--- config.mk ---
export PLATFORM = sky130hd
export DESIGN_NAME = adc_sample_sched_flat
export DESIGN_NICKNAME = d
export VERILOG_FILES = /design/src/rtl/adc_sched_pkg.sv /design/src/rtl/adc_sample_sched_if.sv /design/src/rtl/rr_arb2.sv /design/src/rtl/adc_sample_sched.sv /design/src/flat_wrapper.sv
export SDC_FILE = /design/constraint.sdc
export NUM_CORES = 1
export LEC_CHECK = 0
export BUFFER_PORTS_ARGS = -buffer_cell sky130_fd_sc_hd__buf_4
export CAP_MARGIN = 30
export CORE_MARGIN = 4
export CORE_UTILIZATION = 40
export CTS_BUF_LIST = sky130_fd_sc_hd__clkbuf_4 sky130_fd_sc_hd__clkbuf_8
export CTS_CLUSTER_SIZE = 16
export DETAILED_ROUTE_END_ITERATION = 10
export PLACE_DENSITY_LB_ADDON = 0.3
export SYNTH_ARGS = -nofsm -noshare
export SYNTH_HDL_FRONTEND = slang
export SYNTH_SLANG_ARGS = --single-unit
--- constraint.sdc ---
create_clock -name clk -period 4 [get_ports clk]
set_input_delay 0.4 -clock clk [delete_from_list [all_inputs] [get_ports clk]]
set_output_delay 0.4 -clock clk [all_outputs]
set_load 0.02 [all_outputs]
--- src/rtl/adc_sched_pkg.sv ---
// Shared types and constants for the ADC sample scheduler.
// Averaging depth applies only when ADC_AVG_EN is defined.
package adc_sched_pkg;

    localparam int ADC_W     = 12;
    localparam int AVG_N     = 4;
    localparam int AVG_SHIFT = 2;

    typedef enum logic [2:0] {
        ST_IDLE,
        ST_GRANT,
        ST_CONVERT,
        ST_GAP,
        ST_DELIVER
    } state_e;

endpackage

--- src/rtl/adc_sample_sched_if.sv ---
// Requester and ADC-controller signals of the sample scheduler.
// slave = scheduler side, master = requesters plus ADC controller.
interface adc_sample_sched_if;
    import adc_sched_pkg::*;

    logic [1:0]       req;
    logic             adc_finish;
    logic [12:0]      adc_data;
    logic             en_adc;
    logic [1:0]       grant;
    logic             rsp_valid;
    logic             rsp_id;
    logic [ADC_W-1:0] rsp_data;
    logic             busy;
    logic             timeout_err;

    modport slave (
        input  req, adc_finish, adc_data,
        output en_adc, grant, rsp_valid, rsp_id,
        output rsp_data, busy, timeout_err
    );

    modport master (
        output req, adc_finish, adc_data,
        input  en_adc, grant, rsp_valid, rsp_id,
        input  rsp_data, busy, timeout_err
    );

endinterface

--- src/rtl/rr_arb2.sv ---
// Two-input round-robin arbiter with a one-hot grant.
// The priority pointer moves past the requester that just finished.
module rr_arb2 (
    input  logic       clk,
    input  logic       rst,
    input  logic [1:0] i_req,
    input  logic       i_upd,
    input  logic       i_last,
    output logic [1:0] o_gnt
);

    logic r_ptr;

    always_ff @(posedge clk) begin
        if (rst) begin
            r_ptr <= 1'b0;
        end else if (i_upd) begin
            r_ptr <= ~i_last;
        end
    end

    always_comb begin
        o_gnt = 2'b00;
        if (r_ptr) begin
            o_gnt = i_req[1] ? 2'b10 : {1'b0, i_req[0]};
        end else begin
            o_gnt = i_req[0] ? 2'b01 : {i_req[1], 1'b0};
        end
    end

endmodule

--- src/rtl/adc_sample_sched.sv ---
// Schedules ADC conversions for two requesters with timeout and gap.
// Define ADC_AVG_EN to average AVG_N conversions per grant.
module adc_sample_sched
    import adc_sched_pkg::*;
#(
    parameter int TIMEOUT_CYC = 255,
    parameter int GAP_CYC     = 4
) (
    input  logic              clk,
    input  logic              rst,
    adc_sample_sched_if.slave sif
);

    localparam int TW = $clog2(TIMEOUT_CYC + 1);
    localparam int GW = $clog2(GAP_CYC + 1);

    state_e           r_state;
    logic [1:0]       r_pend;
    logic [1:0]       r_grant;
    logic [TW-1:0]    r_tmo;
    logic [GW-1:0]    r_gap;
    logic             r_rsp_id;
    logic [ADC_W-1:0] r_rsp_data;

    logic             w_tmo_hit;
    logic             w_fin;
    logic             w_gap_end;
    logic             w_deliver;
    logic             w_done;
    logic             w_more;
    logic [1:0]       w_arb_gnt;
    logic [ADC_W-1:0] w_result;
    logic             w_unused;

    assign w_tmo_hit = (r_state == ST_CONVERT)
                    && (r_tmo == TW'(TIMEOUT_CYC));
    assign w_fin     = (r_state == ST_CONVERT)
                    && sif.adc_finish && !w_tmo_hit;
    assign w_gap_end = (r_state == ST_GAP)
                    && (r_gap == GW'(GAP_CYC - 1));
    assign w_deliver = (r_state == ST_DELIVER);
    assign w_done    = w_deliver || w_tmo_hit;
    assign w_unused  = sif.adc_data[12];

    rr_arb2 u_arb (
        .clk    (clk),
        .rst    (rst),
        .i_req  (r_pend),
        .i_upd  (w_done),
        .i_last (r_grant[1]),
        .o_gnt  (w_arb_gnt)
    );

    // A new req in the finishing cycle re-arms the flag being cleared.
    always_ff @(posedge clk) begin
        if (rst) begin
            r_pend <= '0;
        end else begin
            r_pend <= (r_pend & ~(w_done ? r_grant : 2'b00)) | sif.req;
        end
    end

    always_ff @(posedge clk) begin
        if (rst) begin
            r_state    <= ST_IDLE;
            r_grant    <= '0;
            r_tmo      <= '0;
            r_gap      <= '0;
            r_rsp_id   <= 1'b0;
            r_rsp_data <= '0;
        end else begin
            unique case (r_state)
                ST_IDLE: begin
                    if (|r_pend) begin
                        r_state <= ST_GRANT;
                        r_grant <= w_arb_gnt;
                    end
                end
                ST_GRANT: begin
                    r_state <= ST_CONVERT;
                    r_tmo   <= '0;
                end
                ST_CONVERT: begin
                    if (w_tmo_hit) begin
                        r_state <= ST_IDLE;
                        r_grant <= '0;
                    end else if (w_fin) begin
                        r_state <= ST_GAP;
                        r_gap   <= '0;
                    end else begin
                        r_tmo <= r_tmo + TW'(1);
                    end
                end
                ST_GAP: begin
                    if (!w_gap_end) begin
                        r_gap <= r_gap + GW'(1);
                    end else if (w_more) begin
                        r_state <= ST_CONVERT;
                        r_tmo   <= '0;
                    end else begin
                        r_state    <= ST_DELIVER;
                        r_rsp_id   <= r_grant[1];
                        r_rsp_data <= w_result;
                    end
                end
                ST_DELIVER: begin
                    r_state <= ST_IDLE;
                    r_grant <= '0;
                end
                default: r_state <= ST_IDLE;
            endcase
        end
    end

`ifdef ADC_AVG_EN
    localparam int CW = $clog2(AVG_N);

    logic [ADC_W+1:0] r_acc;
    logic [CW-1:0]    r_cnt;

    always_ff @(posedge clk) begin
        if (rst || r_state == ST_GRANT) begin
            r_acc <= '0;
            r_cnt <= '0;
        end else if (w_fin) begin
            r_acc <= r_acc + {2'b00, sif.adc_data[ADC_W-1:0]};
        end else if (w_gap_end && w_more) begin
            r_cnt <= r_cnt + CW'(1);
        end
    end

    assign w_more   = (r_cnt != CW'(AVG_N - 1));
    assign w_result = r_acc[ADC_W+1:AVG_SHIFT];
`else
    logic [ADC_W-1:0] r_sample;

    always_ff @(posedge clk) begin
        if (rst) begin
            r_sample <= '0;
        end else if (w_fin) begin
            r_sample <= sif.adc_data[ADC_W-1:0];
        end
    end

    assign w_more   = 1'b0;
    assign w_result = r_sample;
`endif

    assign sif.en_adc      = (r_state == ST_CONVERT);
    assign sif.busy        = (r_state != ST_IDLE);
    assign sif.grant       = r_grant;
    assign sif.rsp_valid   = w_deliver;
    assign sif.rsp_id      = r_rsp_id;
    assign sif.rsp_data    = r_rsp_data;
    assign sif.timeout_err = w_tmo_hit;

endmodule
--- src/flat_wrapper.sv ---
// flat-port wrapper written by rule: the top's interface ports become plain ports
module adc_sample_sched_flat import adc_sched_pkg::*;
#(
    parameter int TIMEOUT_CYC = 255,
    parameter int GAP_CYC     = 4
)
  (clk, rst, sif_req, sif_adc_finish, sif_adc_data, sif_en_adc, sif_grant, sif_rsp_valid, sif_rsp_id, sif_rsp_data, sif_busy, sif_timeout_err);
  adc_sample_sched_if sif_i ();
  input  logic clk;
  input  logic rst;
  input wire logic [$bits(sif_i.req)-1:0] sif_req;
  input wire logic [$bits(sif_i.adc_finish)-1:0] sif_adc_finish;
  input wire logic [$bits(sif_i.adc_data)-1:0] sif_adc_data;
  output wire logic [$bits(sif_i.en_adc)-1:0] sif_en_adc;
  output wire logic [$bits(sif_i.grant)-1:0] sif_grant;
  output wire logic [$bits(sif_i.rsp_valid)-1:0] sif_rsp_valid;
  output wire logic [$bits(sif_i.rsp_id)-1:0] sif_rsp_id;
  output wire logic [$bits(sif_i.rsp_data)-1:0] sif_rsp_data;
  output wire logic [$bits(sif_i.busy)-1:0] sif_busy;
  output wire logic [$bits(sif_i.timeout_err)-1:0] sif_timeout_err;
  assign sif_i.req = sif_req;
  assign sif_i.adc_finish = sif_adc_finish;
  assign sif_i.adc_data = sif_adc_data;
  assign sif_en_adc = sif_i.en_adc;
  assign sif_grant = sif_i.grant;
  assign sif_rsp_valid = sif_i.rsp_valid;
  assign sif_rsp_id = sif_i.rsp_id;
  assign sif_rsp_data = sif_i.rsp_data;
  assign sif_busy = sif_i.busy;
  assign sif_timeout_err = sif_i.timeout_err;
  adc_sample_sched #(.TIMEOUT_CYC(TIMEOUT_CYC), .GAP_CYC(GAP_CYC)) u_core (.clk(clk), .rst(rst), .sif(sif_i));
endmodule
==> results of run 1 <==
[stage by stage]
stage | instance area (µm²) | setup WS, ns
2_1_floorplan | 2020 | 2.24
3_3_place_gp | 2280 | 1.96
3_5_place_dp | 2280 | 1.92
4_1_cts | 2380 | 1.90
5_1_grt | 2380 | 1.71
6_report | 2380 | 1.90
[state kept, by name, indices dropped and copies added, names as in the netlist]
| signal | count |
|---|---|
| u_core.r_state | 3 |
| u_core.sif.rsp_data | 12 |
| u_core.r_tmo | 8 |
| u_core.r_pend | 2 |
| u_core.r_sample | 12 |
| u_core.sif.rsp_id | 1 |
| u_core.sif.grant | 2 |
| u_core.u_arb.r_ptr | 1 |
| u_core.r_gap | 3 |
[cells in the mapped netlist, drive strengths merged (3+ instances only)]
| library cell | count | area [µm²] |
|---|---|---|
| o21ai | 5 | 25.0 |
| mux2i | 15 | 150 |
| xor2 | 3 | 26.3 |
| nor3b | 3 | 33.8 |
| o211ai | 4 | 43.8 |
| inv | 6 | 22.5 |
| a21oi | 19 | 98.9 |
| buf | 6 | 50.0 |
| dfxtp | 44 | 881 |
| a31oi | 4 | 25.0 |
| nand2 | 39 | 146 |
| nor2 | 21 | 78.8 |
| nor3 | 4 | 20.0 |
| nand3 | 10 | 60.1 |
| a2111o | 3 | 33.8 |
| nand4 | 3 | 33.8 |
| ha | 3 | 37.5 |
| clkbuf | 7 | 46.3 |
[power breakdown]
group          internal, mW  total, mW  switching [mW]
clock                 0.147      0.293           0.146
sequential            0.449      0.468          0.0186
combinational        0.0456     0.0980          0.0524
[cell type report]
cell class              instances  area, µm²
repair buffers                 36        270
inverters                       6       22.5
well taps                      67       83.8
clock buffers                   7       90.1
flip-flops and latches         44        881
multi-input cells             161       1020
clock inverters                 1       7.51
fillers                       487       2440
[critical path, stage by stage, from the launching register on]
cell and delay (ns):
dfxtp_1 0.63, inv_1 0.19, nor3_1 0.74, buf_4 0.29, nand2_1 0.06, a21oi_1 0.12
[path summary, 6_finish.rpt]
kind | from | to | slack, ns | depth (start not counted)
setup / recovery | u_core.r_state[0] | u_core.sif.rsp_id | 1.90 | 5
hold / removal | sif_req[0] | u_core.r_pend[0] | 0.31 | 2
setup reg to reg | u_core.r_state[0] | u_core.sif.rsp_id | 1.90 | 5
hold reg to reg | u_core.r_sample[1] | u_core.sif.rsp_data[1] | 0.45 | 2
[layer usage]
layer | vias to the layer above | routed length [µm]
li1 | 839 | -
met1 | 725 | 1930
met2 | 32 | 1710
met3 | 7 | 214
met4 | 0 | 68
met5 | - | 0
[kinds of logic (layout without fill, tap and decap cells)]
kind of cell    Yosys count  in the layout
xor+xnor                  3              3
fa+ha+maj                 3              3
buf+inv                  19             50
simple gates             97             97
mux                      15             15
flops                    44             44
compound gates           43             43
==> out/qor.yml, run 1 <==
firstDrtPassIters: 4
synth_seq_cells: 44
start_util_pct: 42.0
vdd_drop_max_mv: 0.205
ys.flop_type: "dfxtp_1"
final_cell_mix: "dfxtp_1 (44), nand2_1 (39), buf_4 (36), nor2_1 (21), a21oi_1 (18)"
grt_pass1_vias: 1560
worst_pin_slew_ns: 0.864
cp.required_ns: 4.23
synth_compound_area_share_pct: 14.4
cts_tree: "done"
synth_seq_area_share_pct: 43.6
clock-root-buffer: "clkbuf_8"
numCtsBuffers: 5
drv_slew: 0
grt_use_met2_pct: 21.0
drc: 0
top_usage_layer: "met2"
hp-class: "primary input to register"
grt_start_max_net_pins: 37
syn_area_mm2: 0.00202
period_needed_ns: 2.10
routedWlPerCell_um: 12.2
crit_path_max_fanout: 12
clk_path_buf_depth: 2
insertion_delay_ns: 0.29
htreeDepth: 2
antenna_found_initial: 0
async_flop_share_pct: 0
ys_types: 42
fin_crit_sh_pct: 52.5
ctsResizeCount: 0
yosys_warnings: 0
dp.cells: 314
synth_top_family_by_area: "simple AND/OR/NAND/NOR gates"
synth_simple_gate_area_share_pct: 25.6
std_cell_rows: 25
total_power_uw: 859
n_antenna_cell: 0
holdWs_ns: 0.311
synth_edf_count: 0
gp_congestion: 0.799
drtAntennaViolNets: 0
post-route-util_pct: 49.4
max_freq_ghz: 0.477
num_vias: 1603
design.portCount: 37
dpl.hpwl_mm: 2.75
grt-ovfl-total: 0
die_area_mm2: 0.00626
cap_violations: 0
synthMuxAreaShare_pct: 7.43
wirelength_mm: 3.91
critPathKind: "register to register"
clock_skew_ns: 0.00392
synth_fp_nets: 245
end_kind: "register"
io_buffer_count: 35
core_mm2: 0.00482
crit_path_start_kind: "register"
power_leakage_nw: 0.993
die_y_um: 79.1
die_width_um: 79.1
synthAdderAreaFrac_pct: 1.86
postCtsSetupBuffers: 0
fin_nets: 275
via_per_inst: 4.98
drive_gt1_share_pct: 22.0
syn_to_final_growth_pct: 17.6
grtUsageMet3_pct: 4.42
finalHoldViolCount: 0
track_usage_pct: 13.3
netlist_instances: 224
clk_pin_slew_worst_paths_ns: 0.08
synth_area_per_cell_um2: 9.03
ctsHoldBuffers: 0
final_cells: 322
final_common_cell: "dfxtp_1"
outcome: "complete, no violations"
power.density_mw_per_mm2: 362
slew_headroom_pct: 42.0
grt_use_met1_pct: 16.3
setup_violations: 0
cts.sinks: 44
synthXorXnorAreaFrac_pct: 1.30
final.setup.tns_ns: 0
drtIter0Drc: 42
rsz0062_at_grt: "no"
grt_first_pass_wirelength_mm: 6.67
critPathArrivalTime_ns: 2.32
(Power assumes the default switching activity.)
==> inputs of run 2 (changes only) <==
==> constraint.sdc (replaced) <==
create_clock -name clk -period 1.9 [get_ports clk]
set_input_delay 0.19 -clock clk [delete_from_list [all_inputs] [get_ports clk]]
set_output_delay 0.19 -clock clk [all_outputs]
set_load 0.02 [all_outputs]
==> out/qor.yml, run 2 (synthesized netlist as in run 1, its figures left out) <==
drtIter0Drc: 74  # +76%
cts_tree: "done"
routedWlPerCell_um: 12.1  # -0.49%
rr_startpoint: "u_core.r_tmo[0]"
vdd_drop_max_mv: 0.528  # +160%
placed_area_mm2: 0.00231  # +1.5%
antenna_found_initial: 0  # unchanged
wirelength_mm: 3.93  # +0.43%
cap_violations: 0  # unchanged
gp_congestion: 0.795  # -0.50%
crit_buf_inv: 0  # -2
syn_to_final_growth_pct: 20.4
firstDrtPassIters: 4  # unchanged
r2r_setup_slack_ns: 0.17  # -1.73 ns
total_power_mw: 1.91  # +120%
fin_nets: 278  # +1.1%
min_to: "u_core.r_pend[1]"
grt_start_max_net_pins: 37  # unchanged
dpl.hpwl_mm: 2.71  # -1.4%
drtAntennaViolNets: 0  # unchanged
hp-class: "primary input to register"
multi_input_area_mm2: 0.00103  # +0.61%
final_cell_mix: "dfxtp_1 (43), nand2_1 (39), buf_4 (38), nor2_1 (21), a21oi_1 (18)"
p_sw_uw: 472  # +120%
crit_path_start_kind: "register"
cpLargestDelayFamily: "simple AND/OR/NAND/NOR gates"
final_common_cell: "dfxtp_1"
pre_cts_ws_ns: 0.135  # -1.78 ns
setup_slack_ns: 0.169  # -1.73 ns
num_vias: 1617  # +0.87%
path_cells: "ha_1 > nand3_2 > o211ai_1 > or4b_1 > a31oi_1"
design.portCount: 37  # unchanged
power_leakage_nw: 1.02  # +2.7%
grt_first_pass_wirelength_mm: 6.53  # -2.2%
std_cell_rows: 25  # unchanged
insertion_delay_ns: 0.30  # about the same
critPathKind: "register to register"
worst_pin_slew_ns: 0.515  # -0.349 ns
sequentialPowerShare_pct: 51.2  # -3.2 points
post-route-util_pct: 50.5  # +1.2 points
power.density_mw_per_mm2: 787  # +120%
finalHoldViolCount: 0  # unchanged
fin_crit_sh_pct: 91.1  # +39 points
reg2reg_to: "u_core.r_tmo[0]"
dp.cells: 317  # +0.96%
final.setup.tns_ns: 0  # unchanged
end_kind: "register"
reg2reg_depth: 5  # unchanged
postLayoutCellArea_mm2: 0.00243  # +2.4%
ctsHoldBuffers: 0  # unchanged
rsz0062_at_grt: "no"
clkPwrFrac_pct: 37.0  # +2.9 points
grt-ovfl-total: 0  # unchanged
cts.sinks: 44  # unchanged
fillCellCount: 487  # unchanged
n_antenna_cell: 0  # unchanged
switching_share_pct: 24.7  # -0.64 points
crit_path_max_fanout: 6  # -6
power_frac_comb_pct: 11.9  # +0.5 points
slowest_stage: "or4b_1"
clk_path_buf_depth: 2  # unchanged
clk_pin_slew_worst_paths_ns: 0.08  # about the same
drc: 0  # unchanged
hold_start: "sif_req[1]"
core_mm2: 0.00482  # unchanged
critPathArrivalTime_ns: 1.96  # -0.36 ns
clock-root-buffer: "clkbuf_8"
crit_path_max_incr_delay_ns: 0.52  # -0.22 ns
outcome: "complete, no violations"
die_area_mm2: 0.00626  # unchanged
grt_pass1_vias: 1450  # -7.1%
cp.required_ns: 2.13  # -2.10 ns
final-seq-area_um2: 882  # +0.14%
drv_slew: 0  # unchanged
numCtsBuffers: 5  # unchanged
whs_path_depth: 2  # unchanged
slew_headroom_pct: 65.6  # +24 points
die_width_um: 79.1  # unchanged
final_cells: 325  # +0.93%
postCtsSetupBuffers: 0  # unchanged
clock_skew_ns: 0.00777  # +0.00385 ns
drive_gt1_share_pct: 23.6  # +1.7 points
holdWs_ns: 0.101  # -0.210 ns
period_needed_ns: 1.73  # -0.367 ns
die_y_um: 79.1  # unchanged
setup_violations: 0  # unchanged
p_int_mw: 1.44  # +120%
htreeDepth: 2  # unchanged
start_util_pct: 42.0  # unchanged
io_buffer_count: 35  # unchanged
max_freq_ghz: 0.578  # +21%
via_per_inst: 4.98  # about the same
track_usage_pct: 13.1  # -0.20 points
ctsResizeCount: 0  # unchanged
[run 2: power groups by stage]
stage | combinational [mW] | clock, mW | sequential (mW)
floorplan | 0.176 | 0 | 0.986
global placement | 0.225 | 0 | 0.999
detailed placement | 0.228 | 0 | 1.00
CTS | 0.228 | 0.742 | 0.978
global route | 0.252 | 0.782 | 0.985
finish | 0.227 | 0.708 | 0.979
[run 2: layout make-up]
class                      count  area share (%)
multi-input combinational    161            42.3
inverter                       6           0.925
tap                           67            3.44
clock inverter                 3            1.75
sequential                    44            36.2
timing repair buffer          39            12.5
clock buffer                   5            2.83
[run 2: how the worst max path moves through the flow]
stage	startpoint	endpoint	slack (ns)	depth (start not counted)
after floorplan	u_core.r_state[2]	u_core.r_pend[0]	0.14	5
after global placement	u_core.r_tmo[0]	u_core.r_tmo[3]	0.22	5
after detailed placement	u_core.r_tmo[0]	u_core.r_tmo[7]	0.14	5
after CTS	u_core.r_state[1]	sif_timeout_err	0.07	3
after global routing	u_core.r_tmo[0]	sif_timeout_err	0.06	4
final	u_core.r_tmo[0]	u_core.r_tmo[0]	0.17	5
[run 2: per-layer routing]
metal  wire [µm]  global-route usage [%]  vias to the layer above
met1        2000                    17.8                      736
met2        1670                    18.9                       33
li1            -                       -                      844
met3         214                    3.74                        4
met4          47                    6.19                        0
met5           0                       0                        -
[run 2: worst reg2reg max path, cell delays in order, from the launching register on]
cell and delay [ns]:
dfxtp_1 0.35, ha_1 0.29, nand3_2 0.18, o211ai_1 0.15, or4b_1 0.52, a31oi_1 0.17
==> inputs of run 3 (changes only) <==
--- a/config.mk
+++ b/config.mk
@@ -12,7 +12,7 @@
 export CTS_BUF_LIST = sky130_fd_sc_hd__clkbuf_4 sky130_fd_sc_hd__clkbuf_8
 export CTS_CLUSTER_SIZE = 16
 export DETAILED_ROUTE_END_ITERATION = 10
-export PLACE_DENSITY_LB_ADDON = 0.3
+export PLACE_DENSITY_LB_ADDON = 0.08
 export SYNTH_ARGS = -nofsm -noshare
 export SYNTH_HDL_FRONTEND = slang
 export SYNTH_SLANG_ARGS = --single-unit
==> out/qor.yml, run 3 (synthesized netlist as in run 1, its figures left out) <==
reg2reg_to: "u_core.r_tmo[0]"
min_to: "u_core.r_pend[1]"
setup_violations: 0  # unchanged
path_cells: "ha_1 > and3_1 > and3_1 > buf_4"
clock_skew_ns: 0.00204  # -0.00573 ns
die_y_um: 79.1  # unchanged
finalHoldViolCount: 0  # unchanged
drive_gt1_share_pct: 24.7  # +1.1 points
period_needed_ns: 1.71  # -0.0242 ns
clk_path_buf_depth: 2  # unchanged
vdd_drop_max_mv: 0.451  # -15%
power.density_mw_per_mm2: 754  # -4.2%
firstDrtPassIters: 4  # unchanged
slowest_stage: "dfxtp_1"
final.setup.tns_ns: 0  # unchanged
num_vias: 1629  # +0.74%
std_cell_rows: 25  # unchanged
fin_nets: 283  # +1.8%
n_antenna_cell: 0  # unchanged
die_width_um: 79.1  # unchanged
clock-root-buffer: "clkbuf_8"
crit_path_max_incr_delay_ns: 0.39  # -0.13 ns
slew_headroom_pct: 75.0  # +9.3 points
fillCellCount: 495  # +1.6%
track_usage_pct: 14.4  # +1.3 points
cts_tree: "done"
drtIter0Drc: 66  # -11%
critPathArrivalTime_ns: 1.52  # -0.44 ns
fin_crit_sh_pct: 89.8  # -1.3 points
grt_start_max_net_pins: 37  # unchanged
dpl.hpwl_mm: 2.91  # +7.4%
io_buffer_count: 35  # unchanged
design.portCount: 37  # unchanged
crit_path_start_kind: "register"
rr_startpoint: "u_core.r_tmo[0]"
whs_path_depth: 2  # unchanged
grt-ovfl-total: 0  # unchanged
crit_path_max_fanout: 6  # unchanged
outcome: "complete, no violations"
cp.required_ns: 1.71  # -0.42 ns
crit_start: "u_core.r_tmo[0]"
numCtsBuffers: 5  # unchanged
rsz0062_at_grt: "no"
drc: 0  # unchanged
power_leakage_nw: 1.04  # +2.2%
final_cell_mix: "buf_4 (43), dfxtp_1 (43), nand2_1 (39), nor2_1 (21), a21oi_1 (18)"
start_util_pct: 42.0  # unchanged
cap_violations: 0  # unchanged
syn_to_final_growth_pct: 21.2
cts.sinks: 44  # unchanged
core_mm2: 0.00482  # unchanged
cp_common_cell: "and3_1"
drtAntennaViolNets: 0  # unchanged
gp_congestion: 0.787  # -1.1%
clk_pin_slew_worst_paths_ns: 0.08  # about the same
htreeDepth: 2  # unchanged
total_power_mw: 1.85  # -3.5%
antenna_found_initial: 0  # unchanged
critPathKind: "register to output port"
routedWlPerCell_um: 12.5  # +3.1%
max_freq_ghz: 0.586  # +1.4%
r2r_setup_slack_ns: 0.20  # +0.03 ns
grt_first_pass_wirelength_mm: 7.02  # +7.5%
drv_slew: 0  # unchanged
end_kind: "output port"
wirelength_mm: 4.12  # +4.7%
hold_start: "sif_req[1]"
ctsHoldBuffers: 0  # unchanged
reg2reg_depth: 5  # unchanged
insertion_delay_ns: 0.29  # about the same
worst_pin_slew_ns: 0.376  # -0.140 ns
grt_pass1_vias: 1506  # +3.9%
postCtsSetupBuffers: 0  # unchanged
die_area_mm2: 0.00626  # unchanged
hp-class: "primary input to register"
via_per_inst: 4.94  # -0.78%
-- run 3: layer usage --
layer	vias up	track usage, %	part of all wire [%]	routed length (µm)
met5	-	0	0	0
met2	34	22.7	45	1840
met1	735	18.2	48	1980
met3	5	4.20	6.0	246
met4	0	6.19	1.3	55
li1	855	-	-	-
-- run 3: where the power goes --
part | internal [mW] | switching, mW | total [mW] | leakage, nW
Combinational | 0.116 | 0.128 | 0.244 | 0.633
Clock | 0.325 | 0.303 | 0.628 | 0.0523
Sequential | 0.947 | 0.0284 | 0.975 | 0.356
-- run 3: how the worst max path moves through the flow --
stage,endpoint,depth (start not counted)
after floorplan,u_core.r_pend[0],5
after global placement,u_core.r_tmo[0],5
after detailed placement,u_core.r_tmo[0],5
after CTS,sif_timeout_err,3
after global routing,sif_timeout_err,4
final,sif_timeout_err,4
-- run 3: cell type report --
| class | instances | area [µm²] | share of cell area [%] |
|---|---|---|---|
| timing repair buffer | 44 | 343 | 14.0 |
| sequential | 44 | 882 | 36.0 |
| clock buffer | 8 | 97.6 | 3.98 |
| inverter | 6 | 22.5 | 0.919 |
| multi-input combinational | 161 | 1020 | 41.7 |
| tap | 67 | 83.8 | 3.42 |
-- run 3: critical path: cells and delay by family (launching register included) --
| kind | cells | cell delay [ns] |
|---|---|---|
| flip-flops | 1 | 0.39 |
| AND/OR/NAND/NOR | 2 | 0.41 |
| buffers and inverters | 1 | 0.14 |
| adder cells (fa/ha/maj) | 1 | 0.29 |
-- run 3: stage by stage --
stage / setup WS (ns) / utilization (%) / hold WS, ns / instance area (µm²) / std cells
2_1_floorplan: 0.137 / - / 0.314 / 2020 / 224
3_3_place_gp: 0.230 / 48.8 / 0.399 / 2350 / 322
3_5_place_dp: 0.231 / 48.8 / 0.404 / 2350 / 322
4_1_cts: 0.106 / 50.9 / 0.0906 / 2450 / 330
5_1_grt: 0.0706 / 50.9 / 0.0995 / 2450 / 330
6_report: 0.193 / 50.9 / 0.104 / 2450 / 330
-- run 3: timing repair --
item	CTS	global route
setup endpoints to repair	0	1
gates resized for setup	0	1
endpoints found under the hold margin	0	0
